$ cat config.mk
export PLATFORM = sky130hd
export DESIGN_NAME = seg_word_decoder
export DESIGN_NICKNAME = d
export VERILOG_FILES = /design/src/rtl/seg_word_decoder.sv
export SDC_FILE = /design/constraint.sdc
export NUM_CORES = 1
export LEC_CHECK = 0
export ABC_AREA = 1
export BUFFER_PORTS_ARGS = -buffer_cell sky130_fd_sc_hd__buf_2
export CORE_ASPECT_RATIO = 0.9
export CORE_MARGIN = 5
export CORE_UTILIZATION = 25
export CTS_CLUSTER_SIZE = 10
export DETAILED_ROUTE_END_ITERATION = 7
export SYNTH_ARGS = -nofsm -noshare
export SYNTH_HDL_FRONTEND = slang
export SYNTH_SLANG_ARGS = --single-unit
$ cat constraint.sdc
create_clock -name clock -period 4.3 [get_ports clock]
set_input_delay 1.075 -clock clock [delete_from_list [all_inputs] [get_ports clock]]
set_output_delay 1.075 -clock clock [all_outputs]
set_load 0.01 [all_outputs]
$ cat src/rtl/seg_word_decoder.sv
// seg_word_decoder
// Loopback monitor for the rotating 3-digit "dE1" display driver.
// - Samples the three active-low 7-segment buses on every clock.
// - Waits for the sampled word to hold steady.
// - Decodes each glyph back to its character code.
// - Reports which rotation of the reference word is being shown.
//
// state  | meaning
// IDLE   | just out of reset; first edge moves to SETTLE with cnt=0
// SETTLE | counting identical consecutive samples toward acceptance
// LOCKED | word accepted; outputs held until the sample changes
module seg_word_decoder #(
  parameter int         STABLE_CYCLES = 4,
  parameter int         CNT_W         = 8,
  parameter logic [1:0] REF_C1        = 2'd0,
  parameter logic [1:0] REF_C2        = 2'd1,
  parameter logic [1:0] REF_C3        = 2'd2
) (
  input  logic             clock,
  input  logic             reset,
  input  logic [6:0]       seg2_n,
  input  logic [6:0]       seg1_n,
  input  logic [6:0]       seg0_n,
  output logic [1:0]       code2,
  output logic [1:0]       code1,
  output logic [1:0]       code0,
  output logic [1:0]       sel_out,
  output logic             match,
  output logic             bad_char,
  output logic             word_valid,
  output logic             word_strobe,
  output logic [CNT_W-1:0] change_count
);

  localparam int CW = (STABLE_CYCLES > 1) ? $clog2(STABLE_CYCLES) : 1;
  localparam logic [CW-1:0] CNT_LAST = CW'(STABLE_CYCLES - 1);

  localparam logic [6:0] GLYPH_D     = 7'h21;
  localparam logic [6:0] GLYPH_E     = 7'h06;
  localparam logic [6:0] GLYPH_1     = 7'h79;
  localparam logic [6:0] GLYPH_BLANK = 7'h7F;

  typedef enum logic [1:0] {IDLE, SETTLE, LOCKED} state_t;

  state_t      state_q;
  logic [20:0] samp_q;
  logic [20:0] samp_d;
  logic [CW-1:0] cnt_q;
  logic        same;

  logic [1:0]  dec2, dec1, dec0;
  logic        inv2, inv1, inv0;
  logic [1:0]  sel_d;
  logic        match_d;
  logic        bad_d;
  logic        word_changed;

  // {invalid, code} for one active-low glyph
  function automatic logic [2:0] glyph_decode(input logic [6:0] g);
    logic [2:0] r;
    case (g)
      GLYPH_D:     r = 3'b0_00;
      GLYPH_E:     r = 3'b0_01;
      GLYPH_1:     r = 3'b0_10;
      GLYPH_BLANK: r = 3'b0_11;
      default:     r = 3'b1_11;
    endcase
    return r;
  endfunction

  assign samp_d = {seg2_n, seg1_n, seg0_n};
  assign same   = (samp_d == samp_q);

  // Decode the held sample; on the accepting edge it equals the new sample.
  always_comb begin
    {inv2, dec2} = glyph_decode(samp_q[20:14]);
    {inv1, dec1} = glyph_decode(samp_q[13:7]);
    {inv0, dec0} = glyph_decode(samp_q[6:0]);
    sel_d   = 2'd3;
    match_d = 1'b0;
    bad_d   = 1'b0;
    if (inv2 || inv1 || inv0) begin
      bad_d = 1'b1;
    end else if ({dec2, dec1, dec0} == {REF_C1, REF_C2, REF_C3}) begin
      sel_d   = 2'd0;
      match_d = 1'b1;
    end else if ({dec2, dec1, dec0} == {REF_C3, REF_C1, REF_C2}) begin
      sel_d   = 2'd1;
      match_d = 1'b1;
    end else if ({dec2, dec1, dec0} == {REF_C2, REF_C3, REF_C1}) begin
      sel_d   = 2'd2;
      match_d = 1'b1;
    end else if (samp_q == {3{GLYPH_BLANK}}) begin
      match_d = 1'b1;
    end
    // The held code registers double as the previously accepted triple.
    word_changed = ({dec2, dec1, dec0} != {code2, code1, code0});
  end

  // Sampling, stability FSM and registered result outputs
  always_ff @(posedge clock or posedge reset) begin
    if (reset) begin
      state_q      <= IDLE;
      samp_q       <= {3{GLYPH_BLANK}};
      cnt_q        <= '0;
      code2        <= 2'b11;
      code1        <= 2'b11;
      code0        <= 2'b11;
      sel_out      <= 2'b11;
      match        <= 1'b0;
      bad_char     <= 1'b0;
      word_valid   <= 1'b0;
      word_strobe  <= 1'b0;
      change_count <= '0;
    end else begin
      samp_q      <= samp_d;
      word_strobe <= 1'b0;
      case (state_q)
        IDLE: begin
          state_q <= SETTLE;
          cnt_q   <= '0;
        end
        SETTLE: begin
          if (!same) begin
            cnt_q <= '0;
          end else if (cnt_q == CNT_LAST) begin
            state_q     <= LOCKED;
            word_valid  <= 1'b1;
            word_strobe <= 1'b1;
            code2       <= dec2;
            code1       <= dec1;
            code0       <= dec0;
            sel_out     <= sel_d;
            match       <= match_d;
            bad_char    <= bad_d;
            if (word_changed && (change_count != {CNT_W{1'b1}}))
              change_count <= change_count + 1'b1;
          end else begin
            cnt_q <= cnt_q + 1'b1;
          end
        end
        LOCKED: begin
          if (!same) begin
            state_q    <= SETTLE;
            cnt_q      <= '0;
            word_valid <= 1'b0;
          end
        end
        default: begin
          state_q <= IDLE;
          cnt_q   <= '0;
        end
      endcase
    end
  end

endmodule

==> flow_summary.toml, run 1 <==
[timing]
skew_ns = 0.005815
final-hold-violation-count = 0
fin_crit_ns = 2.318
rsz0062_at_grt = "no"
fin_crit_sh = 0.5390
finalMaxSlewViolations = 0
fmax_mhz = 431.4
finalSetupTns_ns = 0
slew_headroom = 0.6182
finalSetupViolations = 0
worstMarginPinSlew_ns = 0.5727

[finish]
fin_nets = 408
fin_cells = 513
final_common_cell = "nand2_1"
final_cell_mix = "nand2_1 (97), buf_2 (42), inv_1 (38), nor2_1 (35), dfstp_2 (29)"
syn2layout_area_growth_pct = 20.43
antenna_cells = 0
layout-drive-gt1-share = 0.2760

[routing]
wl_per_cell_um = 11.71
drt_first_pass_iters = 4
finalWirelength_mm = 6.009
vias = 2222
drtIter0Drc = 115
drc = 0
ant_nets = 0
via_per_inst = 4.331

[setup_path]
critical_path_class = "input pin to flip-flop"
crit_arrival_ns = 2.49
critPathRequiredTime_ns = 4.48
cp_max_fo = 10
crit_path_end_kind = "flip-flop"
setup.worst_path.start_class = "input pin"

[placement]
dp_hpwl_mm = 4.752
io_buffers = 42
place_inst = 505
gp_congestion = 0.8881

[floorplan]
die_w_um = 117.6
pin_count = 43
core_um2 = 10200
die_h_um = 106.8
start_util = 0.2551
fp-row-count = 35
die_area_um2 = 12550

[clock_tree]
root_buffer = "clkbuf_16"
cts_buffers = 5
clkTransAtPathRegs_ns = 0.06
htreeDepth = 2
cts.hold.buffers_added = 0
cts_buffer_depth = 2
post_cts_resized = 0
cts_tree = "done"
cts_setup_buffers = 0
cts_sinks = 45
clk_latency_ns = 0.28

[global_routing]
grt_pass1_wl_mm = 10.18
antenna_found_initial = 0
grt_max_degree = 46
track_usage = 0.09902
grt_pass1_vias = 2148
grt_overflow = 0

[logic_synthesis]
synth_seq_cells = 45
syn_nets = 358
ys_types = 31
yosysSeqAreaShare = 0.4466
syn_area_um2 = 2602
syn_inst = 333
syn_area_per_cell_um2 = 7.815
ys_warn_count = 0

[pwr]
p_per_area_nw_per_um2 = 292.8
ir_drop_v = 0.0001661
leakage_nw = 1.532

[status]
outcome = "finished clean"

[job]
cap_viol_max_count = 0

[hold_path]
hold_class = "flip-flop to flip-flop"
[report_power, final]
| part | internal [mW] | leakage, nW | total [mW] | switching (mW) |
|---|---|---|---|---|
| Clock | 0.231 | 0.0768 | 0.391 | 0.160 |
| Sequential | 0.443 | 0.522 | 0.455 | 0.0124 |
| Combinational | 0.0283 | 0.932 | 0.0717 | 0.0435 |
| Total | 0.702 | 1.53 | 0.918 | 0.216 |
[layer usage]
metal	GRT usage	vias to the layer above	part of all wire
met1	0.1373	1001	0.52
li1	-	1161	-
met4	0.02703	0	0.011
met3	0.02795	6	0.046
met5	0	-	0
met2	0.1515	54	0.42
[stage by stage]
stage / instance area (um^2) / util / worst slack [ns] / hold slack [ns] / power [mW]
detailed placement: 2982 / 0.2922 / 1.675 / 0.4676 / 0.5343
global route: 3134 / 0.3072 / 1.848 / 0.4942 / 0.9626
finish: 3134 / 0.3072 / 1.982 / 0.4721 / 0.9176
global placement: 2982 / 0.2922 / 1.733 / 0.4629 / 0.5324
CTS: 3134 / 0.3072 / 1.976 / 0.4778 / 0.9330
floorplan: 2603 / - / 1.996 / 0.4789 / 0.5068
[cell usage after synthesis, drive strengths merged]
cell type | number | area (um^2)
ha | 2 | 25.02
dfrtp | 16 | 400.4
o21ai | 15 | 78.83
nor3b | 1 | 12.51
nand4 | 16 | 115.1
xor2 | 6 | 52.55
dfstp | 29 | 762.0
nor3 | 10 | 61.31
nor2 | 47 | 236.5
nor4 | 1 | 6.260
a21oi | 5 | 25.02
or2 | 5 | 31.29
nand3 | 24 | 135.1
nand3b | 1 | 7.510
xnor2 | 11 | 96.34
o21bai | 1 | 7.510
nand2 | 100 | 387.9
clkinv | 1 | 3.750
inv | 42 | 157.6
[cell families (layout without fill, tap and decap cells)]
kind of cell	Yosys count	in the layout	synth area share
AO/OA/AOI/OAI	21	21	0.04279
AND/OR/NAND/NOR	205	205	0.3817
XOR/XNOR	17	17	0.05721
flip-flops	45	45	0.4466
adder cells (fa/ha/maj)	2	2	0.009614
buffers and inverters	43	94	0.06202
[path summary, 6_finish.rpt]
kind / startpoint / end / slack, ns / cells after the start
worst min-delay path: sel_out[1]$_DFFE_PP1N_ / sel_out[1]$_DFFE_PP1N_ / 0.47 / 2
min in group asynchronous: reset / cnt_q[0]$_DFFE_PP0P_ / 0.93 / 3
max in group asynchronous: reset / code1[1]$_DFFE_PP1N_ / 2.99 / 3
worst min register to register: sel_out[1]$_DFFE_PP1N_ / sel_out[1]$_DFFE_PP1N_ / 0.47 / 2
worst max register to register: samp_q[1]$_DFF_PP1_ / change_count[5]$_DFFE_PP0P_ / 2.35 / 15
worst max-delay path: seg0_n[1] / change_count[6]$_DFFE_PP0P_ / 1.98 / 10
[state kept, by name (all words and copies together) (netlist names)]
signal / flops
samp_q: 21
change_count: 8
cnt_q: 2
code0: 2
code1: 2
code2: 2
sel_out: 2
state_q: 2
bad_char: 1
match: 1
word_strobe: 1
word_valid: 1
[area by class of cell]
cell class                 instances  area (um^2)
clock inverter                     2        13.76
clock buffer                       6        138.9
tap                              129        161.4
timing repair buffer              43        217.7
sequential                        45         1162
inverter                          43        161.4
fill                            1101         7069
multi-input combinational        245         1279
[worst max-delay path, cell delays in order]
cell	delay (ns)
buf_2	0.11
or2_0	0.19
a21oi_1	0.17
nand2_1	0.11
nor2_4	0.14
nand4_4	0.20
nor2_4	0.18
nand2_4	0.11
o21ai_1	0.14
nand2_1	0.06
Note: power is estimated with default switching activity, not from simulation.
==> run 2, diff against run 1 <==
==> constraint.sdc (replaced) <==
create_clock -name clock -period 2.1 [get_ports clock]
set_input_delay 0.525 -clock clock [delete_from_list [all_inputs] [get_ports clock]]
set_output_delay 0.525 -clock clock [all_outputs]
set_load 0.01 [all_outputs]
==> run 2 against run 1 <==
Utilization grew 0.31 points. Global-route usage fell by 0.18 points. Via count is 0.77% lower. Count of clock-buffer cells in the layout is the same. Largest cell class unchanged. Final area grew 1.0%. Non-clock buffer count grew 3. Cell count rose by 0.58%. Total power increased by 100%. Combinational power is 110% higher.
==> flow_summary.toml, run 2 (synthesized netlist as in run 1, its figures left out) <==
[timing]
fmax_mhz = 524.4
final-hold-violation-count = 0
finalMaxSlewViolations = 0
finalSetupTns_ns = 0
skew_ns = 0.008561
worstMarginPinSlew_ns = 0.6775
fin_crit_ns = 1.907
finalSetupViolations = 0
slew_headroom = 0.5455
fin_crit_sh = 0.9081
rsz0062_at_grt = "no"

[floorplan]
core_um2 = 10200
die_area_um2 = 12550
pin_count = 43
die_w_um = 117.6
die_h_um = 106.8
start_util = 0.2551
fp-row-count = 35

[finish]
final_common_cell = "nand2_1"
syn2layout_area_growth_pct = 21.63
layout-drive-gt1-share = 0.2894
antenna_cells = 0
largestRegisters = "samp_q (21), change_count (8)"
fin_nets = 411
final_cell_mix = "nand2_1 (97), buf_2 (42), inv_1 (38), nor2_1 (31), dfstp_2 (29)"
regMostFlops = "samp_q"
largest_register_ffs = 21

[hold_path]
worst_hold_path.num_cells = 1
min-delay-start = "seg0_n[5]"
hold_class = "input pin to flip-flop"

[routing]
wl_per_cell_um = 11.67
vias = 2205
routed.top_layer = "met4"
routed-wl-met2_mm = 2.518
drtIter0Drc = 86
ant_nets = 0
finalWirelength_mm = 6.021
drt_first_pass_iters = 4
routed-wl-met3_um = 295
met1Wirelength_mm = 3.153
drc = 0
via_per_inst = 4.273

[pwr]
p_per_area_nw_per_um2 = 580.7
ir_drop_v = 0.0003673
leakage_nw = 1.543
p_total_mw = 1.838

[setup_path]
crit_arrival_ns = 2.08
worstRegToRegCells = 13
setup.worst_path.start_class = "flip-flop"
critPathRequiredTime_ns = 2.27
crit_path_end_kind = "flip-flop"
cp_max_fo = 9
r2r-start = "samp_q[9]$_DFF_PP1_"
critical_path_class = "flip-flop to flip-flop"
critPathLaunch = "samp_q[9]$_DFF_PP1_"

[status]
outcome = "finished clean"

[global_routing]
grt_pass1_vias = 2141
grt_max_degree = 29
grt_pass1_wl_mm = 10.16
track_usage = 0.09720
grt_overflow = 0
antenna_found_initial = 0

[clock_tree]
root_buffer = "clkbuf_16"
clkTransAtPathRegs_ns = 0.07
htreeDepth = 2
cts.hold.buffers_added = 0
cts_buffer_depth = 2
cts_buffers = 5
cts_tree = "done"
cts_setup_buffers = 0
clk_latency_ns = 0.28
cts_sinks = 45

[placement]
io_buffers = 42
dp_hpwl_mm = 4.858
gp_congestion = 0.8832

[job]
cap_viol_max_count = 0
## run 2: final timing paths
kind / endpoint / slack [ns]
max: change_count[6]$_DFFE_PP0P_ / 0.19
min: samp_q[5]$_DFF_PP1_ / 0.36
max reg2reg: change_count[6]$_DFFE_PP0P_ / 0.19
min reg2reg: word_valid$_DFFE_PP0P_ / 0.47
max in group asynchronous: samp_q[2]$_DFF_PP1_ / 1.24
min in group asynchronous: samp_q[19]$_DFF_PP1_ / 0.59
## run 2: repair_timing
action / CTS / global route
setup endpoints to repair: 0 / 3
hold endpoints to repair: 0 / 0
resized for setup: 0 / 4
## run 2: critical path, stage by stage, from the launching register on
cell	delay [ns]
dfstp_2	0.55
nand2_1	0.12
nor2_1	0.13
nand2_1	0.11
nand3_2	0.13
nand2_1	0.09
nand2_1	0.09
nand3_1	0.08
nor2_2	0.12
nand2_2	0.11
nand2_4	0.15
nor2_2	0.04
nand2_1	0.05
nand2_1	0.05
## run 2: stage by stage
| step | worst slack (ns) | util | instances | cell area, um^2 | hold WS (ns) |
|---|---|---|---|---|---|
| after floorplan | 0.3458 | - | 333 | 2603 | 0.4789 |
| after global placement | 0.1733 | 0.2956 | 508 | 3017 | 0.4592 |
| after detailed placement | 0.1464 | 0.2956 | 508 | 3017 | 0.4593 |
| after CTS | 0.1629 | 0.3093 | 516 | 3156 | 0.3483 |
| after global routing | 0.01679 | 0.3102 | 516 | 3166 | 0.3443 |
| final | 0.1930 | 0.3102 | 516 | 3166 | 0.3553 |
## run 2: where the power goes
part           leakage [nW]  total, mW  switching (mW)  internal, mW
clock network        0.0706      0.756           0.318         0.437
registers             0.522      0.932          0.0257         0.906
logic                 0.950      0.150          0.0898        0.0606
## run 2: layer usage
| layer | GRT usage | up-vias |
|---|---|---|
| met2 | 0.1470 | 43 |
| met3 | 0.02795 | 4 |
| met1 | 0.1379 | 988 |
| met5 | 0 | - |
| li1 | - | 1170 |
| met4 | 0.02129 | 0 |
## run 2: cell type report
cell class              instances  area, um^2
flip-flops and latches         45        1162
fillers                      1090        7038
repair buffers                 46       252.7
multi-input cells             245        1289
well taps                     129       161.4
clock buffers                   6       128.9
clock inverters                 2       10.01
inverters                      43       161.4
==> run 3, diff against run 2 <==
--- a/config.mk
+++ b/config.mk
@@ -12,6 +12,7 @@
 export CORE_UTILIZATION = 25
 export CTS_CLUSTER_SIZE = 10
 export DETAILED_ROUTE_END_ITERATION = 7
+export PLACE_DENSITY = 0.54
 export SYNTH_ARGS = -nofsm -noshare
 export SYNTH_HDL_FRONTEND = slang
 export SYNTH_SLANG_ARGS = --single-unit
==> run 3 against run 2 <==
Sequential power is essentially flat. Flip-flop and latch count is the same. Register-to-register slack lost 0.04 ns. Sequential share of layout area shrank 0.44 points. Clock power grew 35%. Count of clock-buffer cells in the layout shrank 1. First-iteration DRC count shrank 9.3%. Final area grew 1.2%. Via count grew 2.5%. Non-clock buffer count grew 1. Largest cell class unchanged. Largest power group is now clock.
==> flow_summary.toml, run 3 (synthesized netlist as in run 1, its figures left out) <==
[setup_path]
critPathLaunch = "samp_q[1]$_DFF_PP1_"
crit_family = "simple AND/OR/NAND/NOR gates"
crit_arrival_ns = 2.12
cpMostUsedCell = "nand2_1"
setup.worst_path.start_class = "flip-flop"
critical_path_class = "flip-flop to flip-flop"
crit_chain = "nand2_1 -> inv_1 -> nand2_1 -> nor2_1 -> nor2_1 -> nand2_1 -> nand2_1 -> nand2_1 -> nand2_1 -> nor2_2 -> nand2_2 -> nand2_4 -> nor2_2 -> nand2_1 -> nand2_1"
critPathRequiredTime_ns = 2.28
crit_buf_inv = 1
r2r-start = "samp_q[1]$_DFF_PP1_"
crit_path_max_incr_delay_ns = 0.55
crit_path_end_kind = "flip-flop"
worst_path_max_delay_cell = "dfstp_2"
cp_max_fo = 9

[timing]
final-hold-violation-count = 0
rsz0062_at_grt = "no"
skew_ns = 0.005155
worstMarginPinSlew_ns = 0.3768
finalSetupViolations = 0
finalSetupTns_ns = 0
finalMaxSlewViolations = 0
fmax_mhz = 514.0
fin_crit_ns = 1.946
setup_ws_ns = 0.1543
fin_crit_sh = 0.9265
slew_headroom = 0.7484

[placement]
placed_area_um2 = 3012
io_buffers = 42
dp_hpwl_mm = 4.985
place_inst = 509
gp_congestion = 0.8181
dp_slack_ns = 0.1147

[routing]
drc = 0
ant_nets = 0
finalWirelength_mm = 6.101
via_per_inst = 4.371
drtIter0Drc = 78
drt_first_pass_iters = 4
vias = 2260
wl_per_cell_um = 11.80

[finish]
antenna_cells = 0
final_common_cell = "nand2_1"
largest_register_ffs = 21
largestRegisters = "samp_q (21), change_count (8)"
fin_area_um2 = 3204
regMostFlops = "samp_q"
layout-drive-gt1-share = 0.2887
fin_nets = 412
utilization = 0.3140
syn2layout_area_growth_pct = 23.12
final_cell_mix = "nand2_1 (97), buf_2 (42), inv_1 (38), nor2_1 (34), dfstp_2 (29)"
fin_cells = 517

[clock_tree]
cts_buffers = 5
cts_setup_buffers = 0
clkTransAtPathRegs_ns = 0.06
cts.hold.buffers_added = 0
htreeDepth = 2
clk_latency_ns = 0.29
root_buffer = "clkbuf_16"
cts_buffer_depth = 2
cts_tree = "done"
cts_sinks = 45

[pwr]
p_clk_frac = 0.484
seqPwrFrac = 0.445
ir_drop_v = 0.0004180
internal_power_mw = 1.645
swShare = 0.2153
p_per_area_nw_per_um2 = 654.3
comb_power_share = 0.071
leakage_nw = 1.570
netSwitchingPower_mw = 0.4514

[floorplan]
die_h_um = 106.8
pin_count = 43
core_um2 = 10200
fp-row-count = 35
die_w_um = 117.6
start_util = 0.2551
die_area_um2 = 12550

[global_routing]
grt_overflow = 0
antenna_found_initial = 0
grt_pass1_wl_mm = 10.63
grt_max_degree = 18
track_usage = 0.1029
grt_pass1_vias = 2194

[hold_path]
hold_class = "input pin to asynchronous set/reset pin"

[job]
cap_viol_max_count = 0

[status]
outcome = "finished clean"
run 3: changes by cell type in the layout (fill, tap and decap cells not counted), moves of 2 or more:
cell and delta:
bufinv_16 +2, nor2_1 +3, buf_4 +2, nor2_2 -3
run 3: stage by stage:
| step | hold slack (ns) | power, mW |
|---|---|---|
| global placement | 0.4639 | 1.094 |
| floorplan | 0.4789 | 1.038 |
| finish | 0.2144 | 2.096 |
| detailed placement | 0.4700 | 1.097 |
| global route | 0.2479 | 2.182 |
| CTS | 0.2259 | 2.126 |
run 3: worst paths after layout:
check / to / slack, ns / cells after the start
setup / recovery: change_count[6]$_DFFE_PP0P_ / 0.15 / 15
hold / removal: cnt_q[0]$_DFFE_PP0P_ / 0.21 / 2
setup reg to reg: change_count[6]$_DFFE_PP0P_ / 0.15 / 15
hold reg to reg: sel_out[0]$_DFFE_PP1N_ / 0.48 / 2
max in group asynchronous: samp_q[7]$_DFF_PP1_ / 1.27 / 3
min in group clock: samp_q[1]$_DFF_PP1_ / 0.35 / 1
run 3: metal layers:
layer | vias to the layer above | global-route usage | wire (um)
met5 | - | 0 | 0
met4 | 0 | 0.02457 | 68
met3 | 10 | 0.02268 | 269
met2 | 42 | 0.1620 | 2722
met1 | 1033 | 0.1443 | 3040
li1 | 1175 | - | -
run 3: worst register-to-register path, delay by kind of cell (launching register included):
kind / cells / cell delay, ns
AND/OR/NAND/NOR: 14 / 1.20
flip-flops: 1 / 0.55
buffers and inverters: 1 / 0.08
run 3: cell type report:
class	count	area, um^2
inverters	43	161.4
well taps	129	161.4
clock buffers	5	125.1
multi-input cells	245	1281
fillers	1104	6999
clock inverters	3	65.06
repair buffers	47	247.7
flip-flops and latches	45	1162
run 3: power groups by stage:
stage	Clock (mW)	Combinational, mW	Sequential (mW)
after floorplan	0	0.0984	0.939
after global placement	0	0.149	0.945
after detailed placement	0	0.151	0.946
after CTS	1.04	0.152	0.932
after global routing	1.07	0.173	0.937
final	1.02	0.149	0.932
run 3: timing repair:
action	CTS	global route
setup endpoints to repair	0	1
hold endpoints to repair	0	0
gates resized for setup	0	1
